<file path="config.mk">
export PLATFORM = sky130hd
export DESIGN_NAME = fetch_unit
export DESIGN_NICKNAME = d
export VERILOG_FILES = /design/src/rtl/fetch_unit.sv
export SDC_FILE = /design/constraint.sdc
export NUM_CORES = 1
export LEC_CHECK = 0
export ABC_AREA = 1
export BUFFER_PORTS_ARGS = -buffer_cell sky130_fd_sc_hd__clkbuf_2
export CORE_MARGIN = 10
export CORE_UTILIZATION = 45
export CTS_CLUSTER_DIAMETER = 200
export DETAILED_ROUTE_END_ITERATION = 12
export PLACE_DENSITY = 0.64
export SYNTH_ARGS = -nofsm -noshare
export SYNTH_HDL_FRONTEND = slang
export SYNTH_SLANG_ARGS = --single-unit
</file>
<file path="constraint.sdc">
create_clock -name clk -period 21.2 [get_ports clk]
set_input_delay 3.18 -clock clk [delete_from_list [all_inputs] [get_ports clk]]
set_output_delay 3.18 -clock clk [all_outputs]
set_load 0.05 [all_outputs]
</file>
<file path="src/rtl/fetch_unit.sv">
// Instruction fetch unit: fetches aligned doublewords into an instruction queue, with backend redirect/flush.
// Optional performance counters are enabled by defining FETCH_PERF_CNT_EN.
module fetch_unit #(
  parameter logic [31:0] RESET_PC = 32'h1ECEB000,
  parameter int          IQ_DEPTH = 8
) (
  input  logic        clk,
  input  logic        rst,
  output logic [31:0] imem_addr,
  output logic [3:0]  imem_rmask,
  input  logic [63:0] imem_rdata,
  input  logic        imem_resp,
  input  logic        redirect_valid,
  input  logic [31:0] redirect_pc,
  output logic        instr_valid,
  input  logic        instr_ready,
  output logic [31:0] instr,
  output logic [31:0] instr_pc
`ifdef FETCH_PERF_CNT_EN
  ,
  output logic [31:0] fetch_resp_cnt,
  output logic [31:0] fetch_flush_cnt
`endif
);

  localparam int AW = $clog2(IQ_DEPTH);
  localparam int CW = AW + 1;
  localparam logic [1:0] IDLE    = 2'd0;
  localparam logic [1:0] REQ     = 2'd1;
  localparam logic [1:0] DISCARD = 2'd2;
  localparam logic [CW-1:0] LIMIT = CW'(IQ_DEPTH - 2);
  localparam logic [31:0] RESET_LINE = RESET_PC & 32'hFFFF_FFF8;

  logic [1:0]    state, state_nxt;
  logic [31:0]   pc, pc_nxt, pc_line;
  logic [31:0]   q_instr [IQ_DEPTH];
  logic [31:0]   q_pc    [IQ_DEPTH];
  logic [AW-1:0] head, tail, tail_p1;
  logic [CW-1:0] count, count_nxt;
  logic          pop, accept;
  logic [1:0]    push_n;

  assign pc_line     = {pc[31:3], 3'b000};
  assign tail_p1     = tail + AW'(1);
  assign imem_rmask  = (state == REQ || state == DISCARD) ? 4'hF : 4'h0;
  assign instr_valid = (count != {CW{1'b0}});
  assign instr       = q_instr[head];
  assign instr_pc    = q_pc[head];
  assign pop         = instr_valid && instr_ready;
  assign accept      = (state == REQ) && imem_resp && !redirect_valid;

  always_comb begin
    push_n = 2'd0;
    if (accept) begin
      push_n = pc[2] ? 2'd1 : 2'd2;
    end else begin
      push_n = 2'd0;
    end
    count_nxt = count + CW'(push_n) - CW'(pop);
  end

  // A new request is only issued when two slots remain free after this cycle's push/pop.
  always_comb begin
    state_nxt = state;
    pc_nxt    = pc;
    if (redirect_valid) begin
      pc_nxt = redirect_pc & 32'hFFFF_FFFC;
      case (state)
        REQ:     state_nxt = imem_resp ? IDLE : DISCARD;
        DISCARD: state_nxt = imem_resp ? IDLE : DISCARD;
        default: state_nxt = IDLE;
      endcase
    end else begin
      case (state)
        IDLE: state_nxt = (count_nxt <= LIMIT) ? REQ : IDLE;
        REQ: begin
          if (imem_resp) begin
            pc_nxt    = pc_line + 32'd8;
            state_nxt = (count_nxt <= LIMIT) ? REQ : IDLE;
          end else begin
            state_nxt = REQ;
          end
        end
        DISCARD: state_nxt = imem_resp ? IDLE : DISCARD;
        default: state_nxt = IDLE;
      endcase
    end
  end

  always_ff @(posedge clk or negedge rst) begin
    if (!rst) begin
      state     <= IDLE;
      pc        <= RESET_PC;
      imem_addr <= RESET_LINE;
      head      <= {AW{1'b0}};
      tail      <= {AW{1'b0}};
      count     <= {CW{1'b0}};
    end else begin
      state <= state_nxt;
      pc    <= pc_nxt;
      // The stale request keeps its address on the bus until its response drains.
      if (state_nxt != DISCARD) begin
        imem_addr <= pc_nxt & 32'hFFFF_FFF8;
      end
      if (redirect_valid) begin
        head  <= {AW{1'b0}};
        tail  <= {AW{1'b0}};
        count <= {CW{1'b0}};
      end else begin
        head  <= head + AW'(pop);
        tail  <= tail + AW'(push_n);
        count <= count_nxt;
      end
    end
  end

  always_ff @(posedge clk) begin
    if (accept) begin
      if (pc[2]) begin
        q_instr[tail] <= imem_rdata[63:32];
        q_pc[tail]    <= pc;
      end else begin
        q_instr[tail]    <= imem_rdata[31:0];
        q_pc[tail]       <= pc;
        q_instr[tail_p1] <= imem_rdata[63:32];
        q_pc[tail_p1]    <= pc + 32'd4;
      end
    end
  end

`ifdef FETCH_PERF_CNT_EN
  always_ff @(posedge clk or negedge rst) begin
    if (!rst) begin
      fetch_resp_cnt  <= 32'd0;
      fetch_flush_cnt <= 32'd0;
    end else begin
      if (accept) begin
        fetch_resp_cnt <= fetch_resp_cnt + 32'd1;
      end
      if (redirect_valid) begin
        fetch_flush_cnt <= fetch_flush_cnt + 32'd1;
      end
    end
  end
`endif

endmodule
</file>
# Word-level counts from Yosys, hierarchy flattened
# Memories as Yosys holds them, arrays and structs flattened.
# Index checks and enable logic that the tools add are counted.
# W data, S select, Z words.
[classes]
addsub = 7
n_lt_le_gt_ge = 1
eq_ne = 3
n_mux = 23
bitwise = 2
reduce_logical = 11
[ops]
columns = ["op", "n"]
rows = [
  ["$mux W32", 5],
  ["$add A32 B3 Y32 const B", 1],
  ["$add A32 B4 Y32 const B", 1],
  ["$mux W2", 5],
  ["$mux W1", 8],
  ["$mux W4", 2],
  ["$mux W3", 2],
  ["$pmux W2 S3", 1],
  ["$add A4 B2 Y4", 1],
  ["$le A4 B3 Y1 const B", 1],
  ["$reduce_bool A2 Y1", 2],
  ["$reduce_bool A4 Y1", 1],
  ["$sub A4 B1 Y4", 1],
  ["$add A3 B1 Y3", 1],
  ["$add A3 B1 Y3 const B", 1],
  ["$add A3 B2 Y3", 1],
  ["$logic_and A1 B1 Y1", 3],
  ["$eq A2 B1 Y1 const B", 1],
  ["$eq A2 B2 Y1 const B", 1],
  ["$logic_not A2 Y1", 1],
  ["$ne A2 B2 Y1 const B", 1],
  ["$or A1 B1 Y1", 2],
  ["$reduce_and A2 Y1", 1],
  ["$reduce_or A2 Y1", 1],
  ["2 further kinds", 2],
]
[totals]
reg_bits = 73
ram_bits = 512
in_bits = 101
output_inout_bits = 101
word_cells = 56
memories = 2
[mem_list]
columns = ["name", "depth", "width", "rd", "rd_ports_with_merged_regs", "wr", "line", "source"]
rows = [
  ["q_instr", 8, 32, 1, 0, 2, "36", "logic [31:0] q_instr [IQ_DEPTH];"],
  ["q_pc", 8, 32, 1, 0, 2, "37", "logic [31:0] q_pc [IQ_DEPTH];"],
]

# Logic depth before layout (Yosys ltp)
# Gate-level depths: netlist (run 1).
[logic_depth]
ltp_word = 12
depth_mapped = 24
depth_no_buf = 21

# Least setup slack after synthesis (run 1)
# No wires, ideal clock.
[synth_timing]
kind = "input port to flip-flop"
startpoint = "input port redirect_valid"
endpoint = "memory q_instr[6][0], enable pin"
setup_time_ns = 0.652
arrival_ns = 9.842
required_ns = 20.548
setup_slack_ns = 10.706
stages = 4
n_path_buf = 1
path_cell_list = "buf_2 -> nor2_4 -> inv_2 -> o41ai_1"
[synth_lines]
columns = ["item", "line", "source"]
rows = [
  ["start, declared", "13", "input logic redirect_valid,"],
  ["end, declared", "36", ""],
]

# Final worst setup path (run 1)
[layout_timing]
startpoint = "register head[0]"
endpoint = "output port instr_pc[20]"
[layout_between]
elab_chain_cells = 1
[layout_rtl]
columns = ["item", "line", "source"]
rows = [
  ["start, declared", "38", "logic [AW-1:0] head, tail, tail_p1;"],
  ["start signal, assigned", "95", "head <= {AW{1'b0}};"],
  ["start signal, assigned", "106", "head <= {AW{1'b0}};"],
  ["start signal, assigned", "110", "head <= head + AW'(pop);"],
  ["$mem_v2 Z8 W32", "--", ""],
  ["end, declared", "18", "output logic [31:0] instr_pc"],
]
# Every way passes these cells.

==> metrics.csv, run 1 <==
stage,metric,value,unit
run_status,status,finished clean,
global_routing,first-pass GRT wire length,123000,um
setup_path,reg2reg end,q_pc[4][31],
timing,Hold WS,468,ps
flow_run,max_cap viols,0,
logic_synthesis,Cells after Synth,3097,
placement,routability cong.,0.889,
clock_network,clk_lat worst skew,650,ps
logic_synthesis,netlist area before placement,0.0284,mm^2
setup_path,Max Fanout on Critical Path,105,
timing,Worst-Margin Slew,1310,ps
timing,Max Clk Rate,121,MHz
clock_network,post-CTS setup buffers,0,
clock_network,TritonCTS Buffers,60,
die,area of the die,0.0734,mm^2
timing,period utilization,39.0,%
logic_synthesis,Mean Syn Cell Area,9.15,um^2
setup_path,data required time at the worst endpoint,18020,ps
timing,Final Slew Violations,0,
timing,Final Hold Vio Count,0,
clock_network,TritonCTS Sinks,567,
die,Site Rows,91,
setup_path,CP startpoint kind,register,
global_routing,All-Layer GR Usage,21.2,%
setup_path,worst r2r path cells,12,
routing,vias,22000,
logic_synthesis,post-synthesis register bit count,567,
power,Pwr per Cell Area,110,mW/mm^2
logic_synthesis,Synth async-reset ratio,12.5,%
global_routing,largest net degree at the start of global routing,106,
setup_path,Worst R2R Setup Slack,16570,ps
clock_network,Root Buffer,clkbuf_16,
cells_and_area,"commonest non-fill, non-tap cell in the layout",nand2_1,
logic_synthesis,post-synth cell types,40,
clock_network,clock-pin slew on the worst setup and hold paths,60,ps
clock_network,maximum clock path buffer count,3,
cells_and_area,antenna cells,0,
routing,# DRC,0,
placement,I/O Buffers,194,
timing,Setup TNS,0,ps
placement,dpl hpwl,44800,um
routing,drt via density,5.57,
timing,"Setup violations, final",0,
timing,clk_skew,20.8,ps
logic_synthesis,number of synthesis warnings,0,
setup_path,Worst Setup SP,head[0],
routing,1st-iter DRT viols,2088,
setup_path,end of the critical path,instr_pc[20],
cells_and_area,fin nets,3174,
cells_and_area,fill count,5717,
power,peak supply drop,0.0961,mV
routing,drt first pass iters,5,
cells_and_area,final core occ,50.3,%
power,Leak Pwr,12.1,nW
global_routing,initial antenna violation count,0,
routing,DR WL/cell,20.3,um
clock_network,CTS hold repair buffers,0,
global_routing,gr ovfl total,0,
timing,relative slew slack,12.6,%
hold_path,Hold Path Class,reg2reg,
die,die height,271,um
timing,Final min period,8270,ps
timing,RSZ-0062 raised after global routing,false,
die,core footprint,0.0621,mm^2
routing,"antenna viol nets, final",0,
routing,Post-Route WL,79900,um
setup_path,Crit. End Element,output pin,
setup_path,CP arrival,5090,ps
die,Ports,202,
die,Die X,271,um
logic_synthesis,Post-synth top flop,edfxtp_1,
setup_path,reg2reg start,state[1],
cells_and_area,area grow syn2layout,10.0,%
clock_network,post_cts resized,0,
logic_synthesis,sequential area share after synthesis,58.9,%
clock_network,CTS tree,yes,
die,Starting Density,45.7,%
global_routing,vias in the first global route,21700,
cells_and_area,share of post-route cells with drive strength above 1,13.3,%
logic_synthesis,"EDFF count, synth",496,
clock_network,# H-tree levels,2,
setup_path,Crit Path Class,reg2out,
cells_and_area,most frequent cells in the layout,"839 x nand2_1, 496 x edfxtp_1, 434 x nor2_1",
## final cells by class
class	count	area, um^2	share of cell area, %
Inverter	110	424	1.36
Multi-Input combinational cell	2088	9820	31.5
Clock buffer	78	1680	5.38
Tap cell	837	1050	3.36
Timing Repair Buffer	228	1230	3.94
Clock inverter	34	283	0.907
Sequential cell	567	16700	53.6
## critical path, cell delays in order (launching register included)
cell	delay, ps
dfrtp_4	780
inv_6	460
buf_4	1010
buf_4	1030
nor2_1	80
o32ai_1	250
nand2_1	70
nand2_1	260
clkbuf_2	340
## logic make-up (layout without fill, tap and decap cells)
kind of cell	after synthesis	in the layout	synth area share, %
compound gates	680	680	13.9
xor+xnor	18	18	0.583
fa+ha+maj	18	18	0.847
buf+inv	446	450	6.79
flops	567	567	58.9
other cells	1	5	0.0132
simple gates	1367	1367	18.9
## state kept, by name, indices dropped and copies added, names as in the netlist
name       count
count          4
head           3
imem_addr     29
pc            30
q_instr      256
q_pc         240
state          2
tail           3
## layer usage
metal / share of wire (%) / GRT usage, %
met1: 41 / 27.1
met2: 48 / 35.9
met3: 8.2 / 3.41
met4: 2.7 / 7.41
met5: 0 / 0
## worst min path at each step
stage	start	endpoint	slack, ps	cells after the start
6_report	imem_addr[15]	imem_addr[15]	470	2
5_1_grt	imem_addr[18]	imem_addr[18]	480	2
4_1_cts	imem_addr[18]	imem_addr[18]	470	2
3_5_place_dp	imem_addr[15]	imem_addr[15]	460	2
3_3_place_gp	imem_addr[12]	imem_addr[12]	450	2
2_1_floorplan	tail[2]	tail[2]	560	2
## report_power, final
part | internal [mW] | switching, mW | total (mW)
combinational | 0.264 | 0.773 | 1.04
sequential | 1.28 | 0.0636 | 1.34
clock | 0.596 | 0.451 | 1.05
total | 2.14 | 1.29 | 3.43
## cells in the mapped netlist, drive strengths merged (2+ instances only)
master,number,area [um^2]
o32ai,124,1090
nor3,4,20.0
fa,2,40.0
dfstp,24,631
ha,16,200
nand2,842,3180
o21ai,546,2790
or2,12,75.1
xor2,16,148
clkbuf,229,861
edfxtp,496,14900
nand3,50,250
o41ai,2,17.5
xnor2,2,17.5
buf,107,652
dfrtp,47,1180
nor2,446,1760
a21oi,5,25.0
clkinv,5,18.8
and2,8,50.1
nand3b,4,30.0
inv,105,394
## per-stage QoR
step / instance area (um^2) / std cells / worst slack [ps] / power, mW
5_1_grt: 31200 / 3942 / 12570 / 3.59
6_report: 31200 / 3942 / 12930 / 3.43
4_1_cts: 31200 / 3942 / 12900 / 3.45
3_3_place_gp: 29200 / 3830 / 13680 / 2.39
2_1_floorplan: 28400 / 3101 / 10710 / 2.15
3_5_place_dp: 29200 / 3830 / 13640 / 2.41
(Power assumes the default switching activity.)
==> run 2: changes to the inputs <==
- ABC_AREA: 1 -> 0
- PLACE_DENSITY: 0.64 -> 0.67
- clock period: 21.2 -> 7.35 ns (I/O delays scaled with it)
==> run 2 against run 1 <==
Non-clock buffer count down 6. Largest power group unchanged. Largest cell class unchanged. Combinational power is 130% higher. Design area fell by 0.65%. Clock power grew to 2.8 times the previous value. Die area down 2.1%. Worst setup slack worse by 10000 ps. Critical path type unchanged. Global-route usage fell by 2.0 points. Utilization rose by 0.79 points. Worst hold slack improved by 44 ps. Highest routed layer unchanged. Wire length fell by 13%. Sequential cell count stayed put.
==> metrics.csv, run 2 <==
stage,metric,value,unit,change
setup_path,CP arrival,3600,ps,was 5090 ps
global_routing,initial antenna violation count,0,,unchanged
logic_synthesis,commonest cells in the netlist,"496 x edfxtp_1, 344 x mux2_2, 175 x clkbuf_1, 171 x nand2_1, 124 x mux4_2",,"was 839 x nand2_1, 496 x edfxtp_1, 434 x nor2_1, 265 x o21ai_0, 265 x o21ai_1"
logic_synthesis,netlist area before placement,0.0277,mm^2,was 0.0284 mm^2
die,Starting Density,45.7,%,about the same
power,peak supply drop,0.312,mV,was 0.0961 mV
setup_path,Crit-path slowest cell,dfrtp_4,,was buf_4
routing,# DRC,0,,unchanged
placement,I/O Buffers,194,,unchanged
placement,dpl hpwl,39500,um,was 44800 um
cells_and_area,fin nets,1989,,was 3174
cells_and_area,antenna cells,0,,unchanged
setup_path,Max stage delay on crit path,1010,ps,was 1030 ps
logic_synthesis,top post-synthesis cells by area,"edfxtp_1 54%, mux2_2 14%, mux4_2 10%",,"was edfxtp_1 53%, nand2_1 11%, nor2_1 5.7%"
clock_network,TritonCTS Buffers,60,,unchanged
cells_and_area,"commonest non-fill, non-tap cell in the layout",edfxtp_1,,was nand2_1
timing,RSZ-0062 raised after global routing,false,,unchanged
hold_path,Hold Path Class,reg2reg,,unchanged
timing,period utilization,63.9,%,
cells_and_area,Top reg by flops,q_instr,,unchanged
cells_and_area,share of post-route cells with drive strength above 1,43.1,%,was 13.3%
logic_synthesis,number of synthesis warnings,0,,unchanged
logic_synthesis,Post-synth top flop,edfxtp_1,,unchanged
logic_synthesis,Cells after Synth,1824,,was 3097
global_routing,All-Layer GR Usage,19.2,%,was 21.2%
cells_and_area,Largest register FFs,256,,unchanged
timing,Max Clk Rate,213,MHz,
setup_path,data required time at the worst endpoint,6250,ps,was 18020 ps
logic_synthesis,area share of the largest cell type after synthesis,53.7,%,was 52.5%
cells_and_area,area grow syn2layout,11.8,%,was 10.0%
cells_and_area,register area,0.0167,mm^2,about the same
die,Die X,268,um,was 271 um
die,area of the die,0.0719,mm^2,was 0.0734 mm^2
cells_and_area,most frequent cells in the layout,"496 x edfxtp_1, 344 x mux2_2, 193 x clkbuf_2",,"was 839 x nand2_1, 496 x edfxtp_1, 434 x nor2_1"
global_routing,first-pass GRT wire length,104000,um,was 123000 um
global_routing,gr ovfl total,0,,unchanged
clock_network,CTS hold repair buffers,0,,unchanged
routing,"antenna viol nets, final",0,,unchanged
routing,drt via density,5.78,,was 5.57
routing,1st-iter DRT viols,1266,,was 2088
clock_network,CTS tree,yes,,unchanged
clock_network,post-CTS setup buffers,0,,unchanged
logic_synthesis,"EDFF count, synth",496,,unchanged
timing,Final Slew Violations,0,,unchanged
setup_path,Crit Path Class,reg2out,,unchanged
timing,Final min period,4700,ps,
run_status,status,finished clean,,unchanged
logic_synthesis,"area leader, netlist",edfxtp_1,,unchanged
logic_synthesis,post-synthesis register bit count,567,,unchanged
clock_network,clk_lat worst skew,620,ps,was 650 ps
cells_and_area,fill count,5027,,was 5717
hold_path,Cells on Worst Hold Path,1,,was 2
routing,DR WL/cell,25.6,um,was 20.3 um
timing,Setup TNS,0,ps,unchanged
logic_synthesis,sequential area share after synthesis,60.3,%,was 58.9%
global_routing,largest net degree at the start of global routing,89,,was 106
setup_path,Crit. End Element,output pin,,unchanged
die,die height,268,um,was 271 um
timing,Worst-Margin Slew,1140,ps,was 1310 ps
clock_network,# H-tree levels,2,,unchanged
timing,relative slew slack,23.7,%,was 12.6%
logic_synthesis,post-synth cell types,52,,was 40
logic_synthesis,Mean Syn Cell Area,15.2,um^2,was 9.15 um^2
timing,"Setup violations, final",0,,unchanged
setup_path,CP bufs+invs,2,,was 4
clock_network,maximum clock path buffer count,3,,unchanged
die,core footprint,0.0607,mm^2,was 0.0621 mm^2
setup_path,CP startpoint kind,register,,unchanged
die,Ports,202,,unchanged
timing,Final Hold Vio Count,0,,unchanged
timing,clk_skew,26.9,ps,was 20.8 ps
routing,Post-Route WL,69100,um,was 79900 um
clock_network,Root Buffer,clkbuf_16,,unchanged
setup_path,Top Family by Delay on Critical Path,flip-flops,,was buffers and inverters
setup_path,Max Fanout on Critical Path,88,,was 105
setup_path,instance count on the critical path,4,,was 8
power,Pwr per Cell Area,294,mW/mm^2,was 110 mW/mm^2
setup_path,worst r2r path cells,5,,was 12
power,Leak Pwr,10.2,nW,was 12.1 nW
power,total power,9.12,mW,was 3.43 mW
placement,routability cong.,0.787,,was 0.889
global_routing,vias in the first global route,16600,,was 21700
cells_and_area,Largest regs,"q_instr: 256 flops, q_pc: 240 flops, pc: 30 flops",,unchanged
clock_network,post_cts resized,0,,unchanged
die,Site Rows,90,,was 91
logic_synthesis,most common cell in the netlist,edfxtp_1,,was nand2_1
setup_path,crit-path cells,buf_12 -> mux4_2 -> mux2_2 -> clkbuf_2,,was inv_6 -> buf_4 -> buf_4 -> nor2_1 -> o32ai_1 -> nand2_1 -> nand2_1 -> clkbuf_2
clock_network,TritonCTS Sinks,567,,unchanged
clock_network,clock-pin slew on the worst setup and hold paths,60,ps,about the same
routing,vias,15600,,was 22000
routing,drt first pass iters,7,,was 5
cells_and_area,area of the multi-input gates,0.0102,mm^2,was 0.00982 mm^2
logic_synthesis,Synth async-reset ratio,12.5,%,unchanged
flow_run,max_cap viols,0,,unchanged
run 2: cell count changes in the layout (fill, tap and decap cells not counted), moves of 32 or more:
cell,previous run,this run
xnor2_1,2,104
o32ai_1,124,0
mux4_2,0,124
nand2_1,839,171
o21ai_1,265,0
nand3_1,50,18
nor2_1,434,35
inv_1,95,14
o21ai_0,259,25
mux2_2,0,344
run 2: metrics by stage:
stage	setup WS, ps	std cells	util (%)	area [um^2]	hold WS (ps)
finish	2650	2699	51.1	31000	512
global route	2410	2699	51.1	31000	529
CTS	2540	2699	51.1	31000	513
detailed placement	2840	2590	48.0	29100	497
global placement	2890	2590	48.0	29100	490
floorplan	160	1828	-	27700	583
run 2: path summary, 6_finish.rpt:
| kind | startpoint | endpoint | slack, ps |
|---|---|---|---|
| min reg2reg | imem_addr[21] | imem_addr[21] | 510 |
| max | head[0] | instr_pc[3] | 2650 |
| max reg2reg | tail[0] | q_pc[2][31] | 3200 |
| max in group asynchronous | rst | head[0] | 6100 |
| min | imem_addr[21] | imem_addr[21] | 510 |
| min in group asynchronous | rst | imem_addr[8] | 610 |
run 2: area by class of cell:
| type | instances | share of cell area (%) |
|---|---|---|
| clock inverters | 29 | 0.771 |
| flip-flops and latches | 567 | 53.9 |
| repair buffers | 222 | 3.90 |
| well taps | 782 | 3.16 |
| multi-input cells | 1004 | 32.8 |
| clock buffers | 80 | 5.22 |
| inverters | 15 | 0.182 |
run 2: layer usage:
layer / vias up / wire length (um) / track usage, %
li1: 6889 / - / -
met1: 8061 / 29800 / 26.5
met2: 542 / 33200 / 31.3
met3: 98 / 4850 / 3.40
met4: 0 / 1260 / 4.58
met5: - / 0 / 0
run 2: kinds of logic (layout without fill, tap and decap cells):
logic type               after synthesis  in the layout  synth area share (%)
multiplexers                         473            473                  24.3
AND/OR/NAND/NOR                      321            321                  5.43
AO/OA/AOI/OAI                         63             63                  1.46
adder cells (fa/ha/maj)               18             18                 0.867
other                                  1              5                0.0135
flip-flops                           567            567                  60.3
XOR/XNOR                             124            124                  3.92
buffers and inverters                257            346                  3.79
run 2: worst register-to-register path: stages, from the launching register on:
cell and delay [ps]:
dfrtp_1 600, ha_1 350, xnor2_1 790, nand4_1 680
o21ai_4 370, buf_4 940
run 2: report_power, final:
group          internal [mW]  switching (mW)
Sequential              3.67           0.203
Clock                   1.67            1.23
Combinational          0.931            1.41
==> run 3: changes to the inputs <==
- clock period: 7.35 -> 3.9 ns (I/O delays scaled with it)
==> run 3 against run 2 <==
Worst hold slack worse by 310 ps. Critical endpoint is now imem_addr[30]. Sequential power is 86% higher. Worst setup slack worse by 2300 ps. Cell count is 1.6% higher. Register-to-register slack worse by 2800 ps. Non-clock buffer count is 35 higher.
==> metrics.csv, run 3 (synthesized netlist as in run 2, its figures left out) <==
stage,metric,value,unit,change
setup_path,Crit. End Element,register,,was output pin
routing,Post-Route WL,69000,um,was 69100 um
setup_path,CP bufs+invs,3,,was 2
die,die height,268,um,unchanged
timing,period utilization,90.7,%,
timing,Max Clk Rate,283,MHz,
power,Pwr per Cell Area,562,mW/mm^2,was 294 mW/mm^2
cells_and_area,Layout Cells excl Fill,2743,,was 2699
routing,DR WL/cell,25.1,um,was 25.6 um
cells_and_area,register area,0.0167,mm^2,unchanged
die,Starting Density,45.7,%,unchanged
die,Ports,202,,unchanged
die,Die X,268,um,unchanged
cells_and_area,Largest regs,"q_instr: 256 flops, q_pc: 240 flops, pc: 30 flops",,unchanged
setup_path,CP arrival,4040,ps,was 3600 ps
hold_path,Cells on Worst Hold Path,3,,was 1
placement,I/O Buffers,194,,unchanged
setup_path,Worst R2R Setup Slack,360,ps,was 3200 ps
global_routing,first-pass GRT wire length,104000,um,about the same
global_routing,All-Layer GR Usage,19.3,%,was 19.2%
routing,drt via density,5.67,,was 5.78
timing,Final min period,3540,ps,
hold_path,Hold EP,pc[17],,was imem_addr[21]
global_routing,initial antenna violation count,2,,was 0
clock_network,clock-pin slew on the worst setup and hold paths,60,ps,about the same
routing,"antenna viol nets, final",0,,unchanged
setup_path,crit-path cells,inv_1 -> ha_1 -> nand2_1 -> nor2_1 -> nand2_1 -> ha_1 -> inv_1 -> ha_1 -> fa_1 -> xor2_1 -> nand3_1 -> a41o_1 -> buf_4 -> mux2_2,,was buf_12 -> mux4_2 -> mux2_2 -> clkbuf_2
cells_and_area,fin nets,2025,,was 1989
clock_network,CTS tree,yes,,unchanged
power,Clock power frac,33.5,%,was 31.8%
power,Leak Pwr,10.6,nW,was 10.2 nW
placement,routability cong.,0.811,,was 0.787
setup_path,CP startpoint kind,register,,unchanged
routing,# DRC,0,,unchanged
setup_path,Crit-path slowest cell,dfrtp_1,,was dfrtp_4
power,switching power total,5.49,mW,was 2.85 mW
placement,dpl hpwl,41100,um,was 39500 um
placement,dpl cells,2624,,was 2590
setup_path,reg2reg start,state[1],,was tail[0]
cells_and_area,Largest register FFs,256,,unchanged
setup_path,Max Fanout on Critical Path,29,,was 88
setup_path,Top Family by Delay on Critical Path,adder cells,,was flip-flops
clock_network,clk_lat worst skew,640,ps,was 620 ps
hold_path,Hold Path Class,in2reg,,was reg2reg
global_routing,vias in the first global route,16500,,was 16600
cells_and_area,share of post-route cells with drive strength above 1,45.0,%,was 43.1%
timing,RSZ-0062 raised after global routing,false,,unchanged
hold_path,HP Start,redirect_pc[17],,was imem_addr[21]
setup_path,data required time at the worst endpoint,4410,ps,was 6250 ps
die,core footprint,0.0607,mm^2,unchanged
setup_path,reg2reg end,imem_addr[30],,was q_pc[2][31]
die,area of the die,0.0719,mm^2,unchanged
routing,1st-iter DRT viols,1443,,was 1266
clock_network,maximum clock path buffer count,3,,unchanged
setup_path,Max stage delay on crit path,400,ps,was 1010 ps
clock_network,Root Buffer,clkbuf_16,,unchanged
timing,"Setup violations, final",0,,unchanged
power,Sw Share,31.0,%,was 31.2%
clock_network,# H-tree levels,2,,unchanged
setup_path,Crit Path Class,reg2reg,,was reg2out
timing,relative slew slack,46.1,%,was 23.7%
power,Seq pwr share,40.5,%,was 42.5%
global_routing,largest net degree at the start of global routing,57,,was 89
die,Site Rows,90,,unchanged
routing,vias,15600,,about the same
clock_network,TritonCTS Buffers,61,,was 60
cells_and_area,"commonest non-fill, non-tap cell in the layout",edfxtp_1,,unchanged
run_status,status,finished clean,,unchanged
cells_and_area,final core occ,52.0,%,was 51.1%
timing,Worst-Margin Slew,805,ps,was 1140 ps
global_routing,gr ovfl total,0,,unchanged
timing,clk_skew,18.7,ps,was 26.9 ps
power,Logic pwr share,26.0,%,was 25.7%
power,Int Pwr,12.2,mW,was 6.27 mW
cells_and_area,fill count,4999,,was 5027
cells_and_area,area grow syn2layout,13.9,%,was 11.8%
flow_run,max_cap viols,0,,unchanged
cells_and_area,area of the multi-input gates,0.0101,mm^2,was 0.0102 mm^2
clock_network,TritonCTS Sinks,567,,unchanged
setup_path,most frequent CP cell,ha_1,,
timing,Final Hold Vio Count,0,,unchanged
setup_path,worst r2r path cells,14,,was 5
cells_and_area,most frequent cells in the layout,"496 x edfxtp_1, 344 x mux2_2, 193 x clkbuf_2",,unchanged
power,peak supply drop,0.444,mV,was 0.312 mV
timing,Final Slew Violations,0,,unchanged
cells_and_area,Top reg by flops,q_instr,,unchanged
routing,drt first pass iters,5,,was 7
==> run 3: cell types whose count changed in the layout (fill, tap and decap cells not counted), sizes merged <==
cell	previous run	this run
diode	0	2
clkbuf	273	268
clkinvlp	0	3
inv	15	19
dlygate4sd3	0	1
clkinv	25	26
bufinv	4	8
buf	29	63
==> run 3: metal layers <==
layer	GRT usage, %	up-vias	routed length [um]
met5	0	-	9
met4	4.70	2	1240
met3	3.57	92	4510
met2	32.2	466	33800
met1	25.6	8018	29400
li1	-	6979	-
==> run 3: cell type report <==
cell class	count	area share (%)
Clock buffer	75	5.14
Inverter	15	0.178
Clock inverter	41	1.40
Tap cell	782	3.10
Timing Repair Buffer	257	5.10
Multi-Input combinational cell	1004	32.1
Sequential cell	567	52.9
Antenna cell	2	0.0159
==> run 3: worst reg2reg max path, stage by stage (launching register included) <==
cell     delay, ps
dfrtp_1        400
inv_1           90
ha_1           270
nand2_1        200
nor2_1         180
nand2_1        100
ha_1           300
inv_1           40
ha_1           200
fa_1           390
xor2_1         180
nand3_1        130
a41o_1         210
buf_4          360
mux2_2         390
==> run 3: per-stage QoR <==
step                      setup TNS, ps  worst slack, ps  area, um^2  hold slack [ps]  power (mW)
after CTS                             0              360       31600              156        17.9
after global routing                  0              141       31600              193        18.4
final                                 0              363       31600              199        17.7
after global placement                0              468       29500              491        11.9
after floorplan                 -220640             -905       27800              289        10.8
after detailed placement              0              374       29500              498        12.0
==> run 3: worst max path at each step <==
stage	from	to	cells after the start
final	state[1]	imem_addr[30]	14
after global routing	state[1]	imem_addr[10]	14
after CTS	state[1]	imem_addr[30]	14
after detailed placement	state[1]	imem_addr[6]	14
after global placement	state[1]	imem_addr[31]	14
after floorplan	redirect_valid	q_instr[2][0]	5
==> run 3: power by group through the flow <==
| stage | Combinational (mW) | Clock (mW) | Sequential (mW) |
|---|---|---|---|
| after global routing | 4.90 | 6.31 | 7.23 |
| final | 4.61 | 5.94 | 7.19 |
| after CTS | 4.68 | 6.06 | 7.20 |
| after floorplan | 3.51 | 0 | 7.34 |
| after detailed placement | 4.66 | 0 | 7.32 |
| after global placement | 4.62 | 0 | 7.31 |
==> run 3: what timing repair did <==
action                     4_1_cts  5_1_grt
buffers inserted                 0        0
gates resized for setup          0        0
setup endpoints to repair        0        0
hold buffers                     1        0
hold endpoints to repair        22        0
